File: config.mk
export PLATFORM = sky130hd
export DESIGN_NAME = mem_boot_ctrl
export DESIGN_NICKNAME = d
export VERILOG_FILES = /design/src/rtl/mem_boot_pkg.sv /design/src/rtl/mem_boot_ctrl_cnt.sv /design/src/rtl/mem_boot_ctrl.sv
export SDC_FILE = /design/constraint.sdc
export NUM_CORES = 1
export LEC_CHECK = 0
export CAP_MARGIN = 20
export CORE_MARGIN = 1
export CORE_UTILIZATION = 35
export DETAILED_ROUTE_END_ITERATION = 6
export PLACE_DENSITY = 0.74
export SETUP_SLACK_MARGIN = 0.4
export SLEW_MARGIN = 40
export SYNTH_ARGS = -nofsm -noshare
export SYNTH_HDL_FRONTEND = slang
export SYNTH_SLANG_ARGS = --single-unit
File: constraint.sdc
create_clock -name clock -period 2.1 [get_ports clock]
set_clock_uncertainty 0.2 [all_clocks]
set_input_delay 0.42 -clock clock [delete_from_list [all_inputs] [get_ports clock]]
set_output_delay 0.42 -clock clock [all_outputs]
set_load 0.02 [all_outputs]
File: src/rtl/mem_boot_pkg.sv
// mem_boot_pkg: state encoding and default widths shared by the boot sequencer.
// Optional checksum output is enabled with BOOT_CHECKSUM_EN (see mem_boot_ctrl).
package mem_boot_pkg;

    localparam int DATA_W  = 32;
    localparam int DMEM_AW = 12;

    typedef enum logic [2:0] {
        ST_IDLE  = 3'd0,
        ST_CLEAR = 3'd1,
        ST_LOAD  = 3'd2,
        ST_RUN   = 3'd3,
        ST_DONE  = 3'd4
    } state_t;

endpackage

File: src/rtl/mem_boot_ctrl_cnt.sv
// boot_addr_cnt: clearable, loadable word-address counter.
// tc_o flags the last address of the memory being walked.
module boot_addr_cnt #(
    parameter int W = 4
) (
    input  logic         clock,
    input  logic         reset,
    input  logic         clr_i,
    input  logic         ld_i,
    input  logic [W-1:0] ld_val_i,
    input  logic         inc_i,
    output logic [W-1:0] cnt_o,
    output logic         tc_o
);

    logic [W-1:0] cnt_q;
    logic [W-1:0] cnt_d;

    always_comb begin
        cnt_d = cnt_q;
        if (clr_i) begin
            cnt_d = '0;
        end else if (ld_i) begin
            cnt_d = ld_val_i;
        end else if (inc_i) begin
            cnt_d = cnt_q + 1'b1;
        end
    end

    always_ff @(posedge clock) begin
        if (!reset) begin
            cnt_q <= '0;
        end else begin
            cnt_q <= cnt_d;
        end
    end

    assign cnt_o = cnt_q;
    assign tc_o  = &cnt_q;

endmodule

File: src/rtl/mem_boot_ctrl.sv
// mem_boot_ctrl: clears dmem, streams the image into imem, then runs the CPU.
// Define BOOT_CHECKSUM_EN to add an XOR checksum of the loaded image.
module mem_boot_ctrl #(
    parameter int DATA_W     = mem_boot_pkg::DATA_W,
    parameter int IMEM_AW    = 10,
    parameter int DMEM_AW    = mem_boot_pkg::DMEM_AW,
    parameter int RUN_W      = 16,
    parameter int RUN_CYCLES = 400
) (
    input  logic               clock,
    input  logic               reset,
    input  logic               start,
    input  logic               load_valid,
    input  logic [DATA_W-1:0]  load_data,
    input  logic               load_last,
    output logic               load_ready,
    output logic               imem_we,
    output logic [IMEM_AW-1:0] imem_addr,
    output logic [DATA_W-1:0]  imem_wdata,
    output logic               dmem_we,
    output logic [DMEM_AW-1:0] dmem_addr,
    output logic [DATA_W-1:0]  dmem_wdata,
    input  logic               cpu_halt,
    output logic               cpu_reset,
    output logic               busy,
    output logic               done,
    output logic               load_ovf,
    output logic               timeout,
    output logic [RUN_W-1:0]   run_count
`ifdef BOOT_CHECKSUM_EN
    ,
    output logic [DATA_W-1:0]  checksum
`endif
);

    import mem_boot_pkg::*;

    localparam logic [RUN_W-1:0] RUN_LIM =
        RUN_W'((RUN_CYCLES == 0) ? 0 : RUN_CYCLES - 1);

    state_t             state_q;
    logic               load_ready_q;
    logic               imem_we_q;
    logic [IMEM_AW-1:0] imem_addr_q;
    logic [DATA_W-1:0]  imem_wdata_q;
    logic               dmem_we_q;
    logic               cpu_reset_q;
    logic               busy_q;
    logic               done_q;
    logic               load_ovf_q;
    logic               timeout_q;
    logic [RUN_W-1:0]   run_count_q;
    logic [RUN_W-1:0]   run_count_d;

    logic [DMEM_AW-1:0] d_cnt;
    logic               d_tc;
    logic [IMEM_AW-1:0] i_cnt;
    logic               i_tc;
    logic               boot;
    logic               xfer;
    logic               d_inc;

    assign boot  = start && (state_q == ST_IDLE || state_q == ST_DONE);
    assign xfer  = (state_q == ST_LOAD) && load_valid && load_ready_q;
    assign d_inc = (state_q == ST_CLEAR) && !d_tc;
    assign run_count_d = (&run_count_q) ? run_count_q
                                        : run_count_q + 1'b1;

    boot_addr_cnt #(.W(DMEM_AW)) u_dcnt (
        .clock    (clock),
        .reset    (reset),
        .clr_i    (boot),
        .ld_i     (1'b0),
        .ld_val_i ('0),
        .inc_i    (d_inc),
        .cnt_o    (d_cnt),
        .tc_o     (d_tc)
    );

    boot_addr_cnt #(.W(IMEM_AW)) u_icnt (
        .clock    (clock),
        .reset    (reset),
        .clr_i    (boot),
        .ld_i     (1'b0),
        .ld_val_i ('0),
        .inc_i    (xfer),
        .cnt_o    (i_cnt),
        .tc_o     (i_tc)
    );

    always_ff @(posedge clock) begin
        if (!reset) begin
            state_q      <= ST_IDLE;
            load_ready_q <= 1'b0;
            imem_we_q    <= 1'b0;
            imem_addr_q  <= '0;
            imem_wdata_q <= '0;
            dmem_we_q    <= 1'b0;
            cpu_reset_q  <= 1'b0;
            busy_q       <= 1'b0;
            done_q       <= 1'b0;
            load_ovf_q   <= 1'b0;
            timeout_q    <= 1'b0;
            run_count_q  <= '0;
        end else begin
            dmem_we_q <= 1'b0;
            imem_we_q <= 1'b0;
            unique case (state_q)
                ST_IDLE, ST_DONE: begin
                    if (start) begin
                        state_q     <= ST_CLEAR;
                        dmem_we_q   <= 1'b1;
                        busy_q      <= 1'b1;
                        done_q      <= 1'b0;
                        run_count_q <= '0;
                        load_ovf_q  <= 1'b0;
                        timeout_q   <= 1'b0;
                    end
                end
                ST_CLEAR: begin
                    if (d_tc) begin
                        state_q      <= ST_LOAD;
                        load_ready_q <= 1'b1;
                    end else begin
                        dmem_we_q <= 1'b1;
                    end
                end
                ST_LOAD: begin
                    if (xfer) begin
                        imem_we_q    <= 1'b1;
                        imem_addr_q  <= i_cnt;
                        imem_wdata_q <= load_data;
                        // Full imem ends the load even without load_last.
                        if (load_last || i_tc) begin
                            state_q      <= ST_RUN;
                            load_ready_q <= 1'b0;
                            cpu_reset_q  <= 1'b1;
                            load_ovf_q   <= !load_last;
                        end
                    end
                end
                ST_RUN: begin
                    run_count_q <= run_count_d;
                    if (cpu_halt ||
                        (RUN_CYCLES != 0 && run_count_q == RUN_LIM)) begin
                        state_q     <= ST_DONE;
                        cpu_reset_q <= 1'b0;
                        busy_q      <= 1'b0;
                        done_q      <= 1'b1;
                        timeout_q   <= !cpu_halt;
                    end
                end
                default: state_q <= ST_IDLE;
            endcase
        end
    end

`ifdef BOOT_CHECKSUM_EN
    logic [DATA_W-1:0] csum_q;

    always_ff @(posedge clock) begin
        if (!reset || boot) begin
            csum_q <= '0;
        end else if (xfer) begin
            csum_q <= csum_q ^ load_data;
        end
    end

    assign checksum = csum_q;
`endif

    assign load_ready = load_ready_q;
    assign imem_we    = imem_we_q;
    assign imem_addr  = imem_addr_q;
    assign imem_wdata = imem_wdata_q;
    assign dmem_we    = dmem_we_q;
    assign dmem_addr  = d_cnt;
    assign dmem_wdata = '0;
    assign cpu_reset  = cpu_reset_q;
    assign busy       = busy_q;
    assign done       = done_q;
    assign load_ovf   = load_ovf_q;
    assign timeout    = timeout_q;
    assign run_count  = run_count_q;

endmodule

* Yosys cells after proc, flatten, opt, wreduce, memory -nomap -nowiden *
Index checks and enable logic that the tools add are counted.

storage, ports and cells
  input port bits = 38
  word-level logic and storage cells = 88
  register bits = 91
  output and inout bits = 110

operators by class
  add/sub/neg operators = 3
  reduce and logical (&&, ||, !) cells = 28
  equal/unequal tests = 11
  muxes and demuxes = 31
  bitwise gates (word level) = 1

operators with widths
  cell                     number
  $mux W16                 2
  $pmux W16 S2             1
  $add A16 B1 Y16 const B  1
  $eq A16 B9 Y1 const B    1
  $reduce_and A16 Y1       1
  $mux W1                  15
  $mux W3                  5
  $pmux W1 S2              7
  $add A12 B1 Y12 const B  1
  $pmux W3 S4              1
  $reduce_and A12 Y1       1
  $reduce_and A4 Y1        3
  $add A10 B1 Y10 const B  1
  $reduce_and A10 Y1       1
  $ne A2 B2 Y1 const B     4
  $reduce_bool A2 Y1       4
  $eq A3 B2 Y1 const B     2
  $reduce_and A3 Y1        2
  $reduce_and A5 Y1        1
  $logic_and A1 B1 Y1      4
  $ne A2 B1 Y1 const B     2
  $reduce_and A2 Y1        2
  $reduce_or A2 Y1         2
  $eq A3 B1 Y1 const B     1
  5 further kinds          9

* Logic depth before layout (Yosys ltp) *
  depth after elaboration = 5
  gate-level depth with buffers = 8
  gate-level depth less buffers = 6

* By module *
Synthesis repeated with hierarchy kept, for this count alone.

unflattened totals
  cells, all modules = 553
  area, all modules = 4500.6 um2

by module, submodules not included
  module                  seq. area each (um2)  cells an instance  area each (um2)  instances
  mem_boot_ctrl           1381.3                398                3225.6           1
  boot_addr_cnt (u_dcnt)  240.2                 83                 695.7            1
  boot_addr_cnt (u_icnt)  200.2                 72                 579.3            1

* Least setup slack after synthesis *
No wires, ideal clock.

  path type = register to register
  start = register run_count_q[0], in the netlist run_count[0]
  end = register run_count_q[7], in the netlist run_count[7]
  path buffers = 0
  setup time = 87 ps
  slack = -48 ps
  period minus slack after synthesis = 2148 ps
  stages on the path, launching flop included = 7
  data arrival time = 1861 ps
  data required time = 1813 ps
  cells stage by stage = dfxtp_1 ha_1 nand3_1 or4_4 a21oi_4 o21ai_0 o31ai_1

on the way
  longest elaborated chain between the ends = 3
  elaborated cells on any way between the ends = 6
  those cells by class = add/sub (1); eq/ne (1); mux (2); reduce/logical (2)

RTL lines
  item                                                   RTL line                                  text
  from (decl)                                            mem_boot_ctrl.sv:52                       logic [RUN_W-1:0] run_count_q;
  from (signal assigned)                                 mem_boot_ctrl.sv:143                      run_count_q <= run_count_d;
  $add A16 B1 Y16 or $reduce_and A16 Y1 (tied branches)  mem_boot_ctrl.sv:67, mem_boot_ctrl.sv:66
  $mux W16 or $ne A2 B2 Y1 (tied branches)               --
  $pmux W16 S2 or $reduce_and A3 Y1 (tied branches)      --

Several ways; a longest one is shown, not always the timed one. The select of a mux whose other input is x is not followed.
A chain may end at the register's enable or synchronous reset.

* Worst setup path in the final report *
  start = register run_count_q[9], in the netlist run_count[9]
  end = register run_count_q[1], in the netlist run_count[1]

on the way
  longest elaborated chain between the ends = 3

RTL lines
  item                         RTL line             text
  $reduce_and A16 Y1           mem_boot_ctrl.sv:66  assign run_count_d = (&run_count_q) ? run_count_q
  $ne A2 B2 Y1 (no line)       --
  $reduce_and A3 Y1 (no line)  --

No other way between the ends.

==> summary.txt <==
Timing
  • Fin crit share: 89.9%
  • Final hold violation count: 0
  • # setup viols final: 0
  • Max Clk Rate: 0.529 GHz
  • Min Clock Period, post-route: 1.89 ns
  • Fin worst setup slack: 0.211 ns
  • RSZ-0062 raised after global routing: true
  • Final number of max-transition violations: 0

Detailed routing
  • 1st-iter DRT viols: 184
  • Vias: 4123
  • Drt total wl: 11800 um
  • WL/cell: 14.3 um
  • # DRC: 0
  • First-pass DRT Iterations: 4
  • Via density: 5.01
  • Remaining antenna violation count: 0

Clock network
  • Root Buffer: clkbuf_16
  • Clock Pin Slew Worst Setup and Hold Paths: 0.06 ns
  • CTS tree: done
  • TritonCTS Buffers: 9
  • Cts hold-fix bufs: 0
  • Max clock buf depth: 2
  • H-tree Lvls: 3
  • Clock latency on the worst-skew pair: 0.34 ns
  • Clk sinks: 91

GRT
  • GR Overflow Total: 0
  • Antenna violations before repair: 0
  • Vias in the first global route: 3838
  • GRT Util Overall: 18.7%
  • Largest net degree at the start of global routing: 37
  • First-pass GRT wire length: 17700 um

Floorplanning
  • Starting Density: 35.9%
  • Chip height: 110 um
  • Rows: 39
  • Die Wd: 110 um
  • Placeable Area: 0.0114 mm2
  • I/O pin total: 148
  • Die Area: 0.0122 mm2

Pwr
  • P_leak: 2.60 nW
  • Power per cell area: 547 mW/mm2
  • Total power: 3.53 mW
  • Max IR drop VDD: 0.509 mV

Placed design
  • Routability cong.: 0.829
  • Placed cell area: 0.00553 mm2
  • Post-Place Worst Slack: -0.159 ns
  • Port buffer count: 115
  • Detail Placement HPWL: 7560 um

Synth
  • Post-synth EDFFs: 0
  • Ranking of synthesized cells by area: dfxtp_1 (44%), nand2_1 (9.6%), a21oi_1 (6.7%)
  • Post-synth cell types: 51
  • Mapped cell area: 0.00410 mm2
  • Avg Cell Area, Syn: 8.14 um2
  • Register bit total from synthesis: 91
  • Post-synthesis instance total: 504
  • Register area share after synthesis: 44.4%
  • Post-synth top area share: 44.4%
  • Top_reg_cell synth: dfxtp_1
  • Yosys top cell by area: dfxtp_1
  • Fraction of registers with async set/reset: 0%
  • Warnings from Yosys: 0

Critical path
  • Req. time, crit path: 2.17 ns
  • Critical path arrival: 1.96 ns
  • Critical path type: reg2reg
  • Worst setup EP type: flop
  • Highest net fanout along the worst path: 5
  • Critical path startpoint category: flop

Flow run
  • Max_cap viols: 0

Layout
  • ANT cells: 0
  • Proportion of layout cells with a drive suffix above 1: 29.9%
  • Area grow syn2layout: 57.3%
  • Layout Cell Area excl Fill: 0.00645 mm2
  • Layout Nets: 716

Status
  • Status: finished, final reports clean

Min path
  • Worst min path class: reg2reg
==> critical path, stage by stage, from the launching register on <==
cell and delay, ns:
dfxtp_4 0.39, nand4_4 0.14, or4_4 0.64, a21oi_4 0.24, nand2_1 0.09, a21oi_2 0.12
==> per-layer routing <==
metal	vias to the layer above	GRT usage [%]	wire, um
li1	2012	-	-
met1	1958	22.0	5020
met2	131	30.7	5720
met3	22	5.53	778
met4	0	9.21	263
met5	-	0	0
==> sequential cells by signal, indices dropped and copies added (netlist names), 3 cells and up <==
| name | count |
|---|---|
| imem_addr | 10 |
| u_icnt.cnt_o | 10 |
| state_q | 3 |
| run_count | 16 |
| u_dcnt.cnt_o | 12 |
| imem_wdata | 32 |
==> power by group <==
part           leakage (nW)  switching (mW)  internal (mW)
clock                 0.133           0.666          0.833
combinational          1.72           0.173          0.134
sequential            0.756          0.0117           1.71
==> synth_stat cells, drive strengths merged (3+ instances only) <==
cell    count
nand4      11
nand2b      3
nor3b       6
nor2       37
o21a        3
ha          3
o31ai       5
a31oi       4
clkbuf     20
xnor2      16
o21ai      22
nor4       11
nor3       12
a21oi      57
xor2        4
nand2     105
nand3      18
inv         3
and4        3
buf        41
dfxtp      91
or3         4
==> metrics by stage <==
stage	setup TNS [ns]	instances	util (%)	hold WS, ns
2_1_floorplan	0	535	-	0.252
3_3_place_gp	-1.58	761	48.4	0.241
3_5_place_dp	-3.36	761	48.4	0.248
4_1_cts	0	799	53.1	0.253
5_1_grt	0	823	56.5	0.266
6_report	0	823	56.5	0.251
==> cell type report <==
type	count	area (um2)
clock buffers	12	246
clock inverters	4	26.3
fillers	1013	4960
inverters	4	15.0
multi-input cells	380	2400
flip-flops and latches	91	1910
well taps	143	179
repair buffers	189	1680
==> repair_timing <==
action	CTS	global route
gates cloned	2	2
setup endpoints to repair	168	115
buffers inserted	20	22
pin swaps	29	23
hold endpoints to repair	0	0
gates resized for setup	155	88
==> placed cells by master, fill, tap and decap left out, drive strengths merged, types with 4 or more instances in the layout <==
cell,instances
nand2,105
dfxtp,91
buf,74
a21oi,58
dlygate4sd2,48
nor2,37
clkdlybuf4s50,35
conb,32
clkbuf,29
o21ai,22
nand3,18
xnor2,16
clkdlybuf4s15,15
nor3,12
nand4,11
nor4,11
nor3b,6
o31ai,5
xor2,4
inv,4
a31oi,4
or3,4
==> kinds of logic after synthesis <==
logic type | after synthesis | share of synthesized area [%]
and+or+nand+nor | 222 | 26.6
AOI/OAI and AO/OA | 101 | 14.2
DFF | 91 | 44.4
buffers and inverters | 65 | 9.33
xor gates and xnor gates | 20 | 4.27
adders and majority gates | 3 | 0.915
other | 1 | 0.0914
muxes | 1 | 0.244
==> worst paths after layout <==
check	startpoint	end	slack (ns)	depth (start not counted)
setup reg to reg	run_count[9]	run_count[1]	0.21	5
hold reg to reg	imem_wdata[11]	imem_wdata[11]	0.25	2
setup / recovery	run_count[9]	run_count[1]	0.21	5
hold / removal	imem_wdata[11]	imem_wdata[11]	0.25	2
No activity file was read; power rests on OpenSTA's default activity.
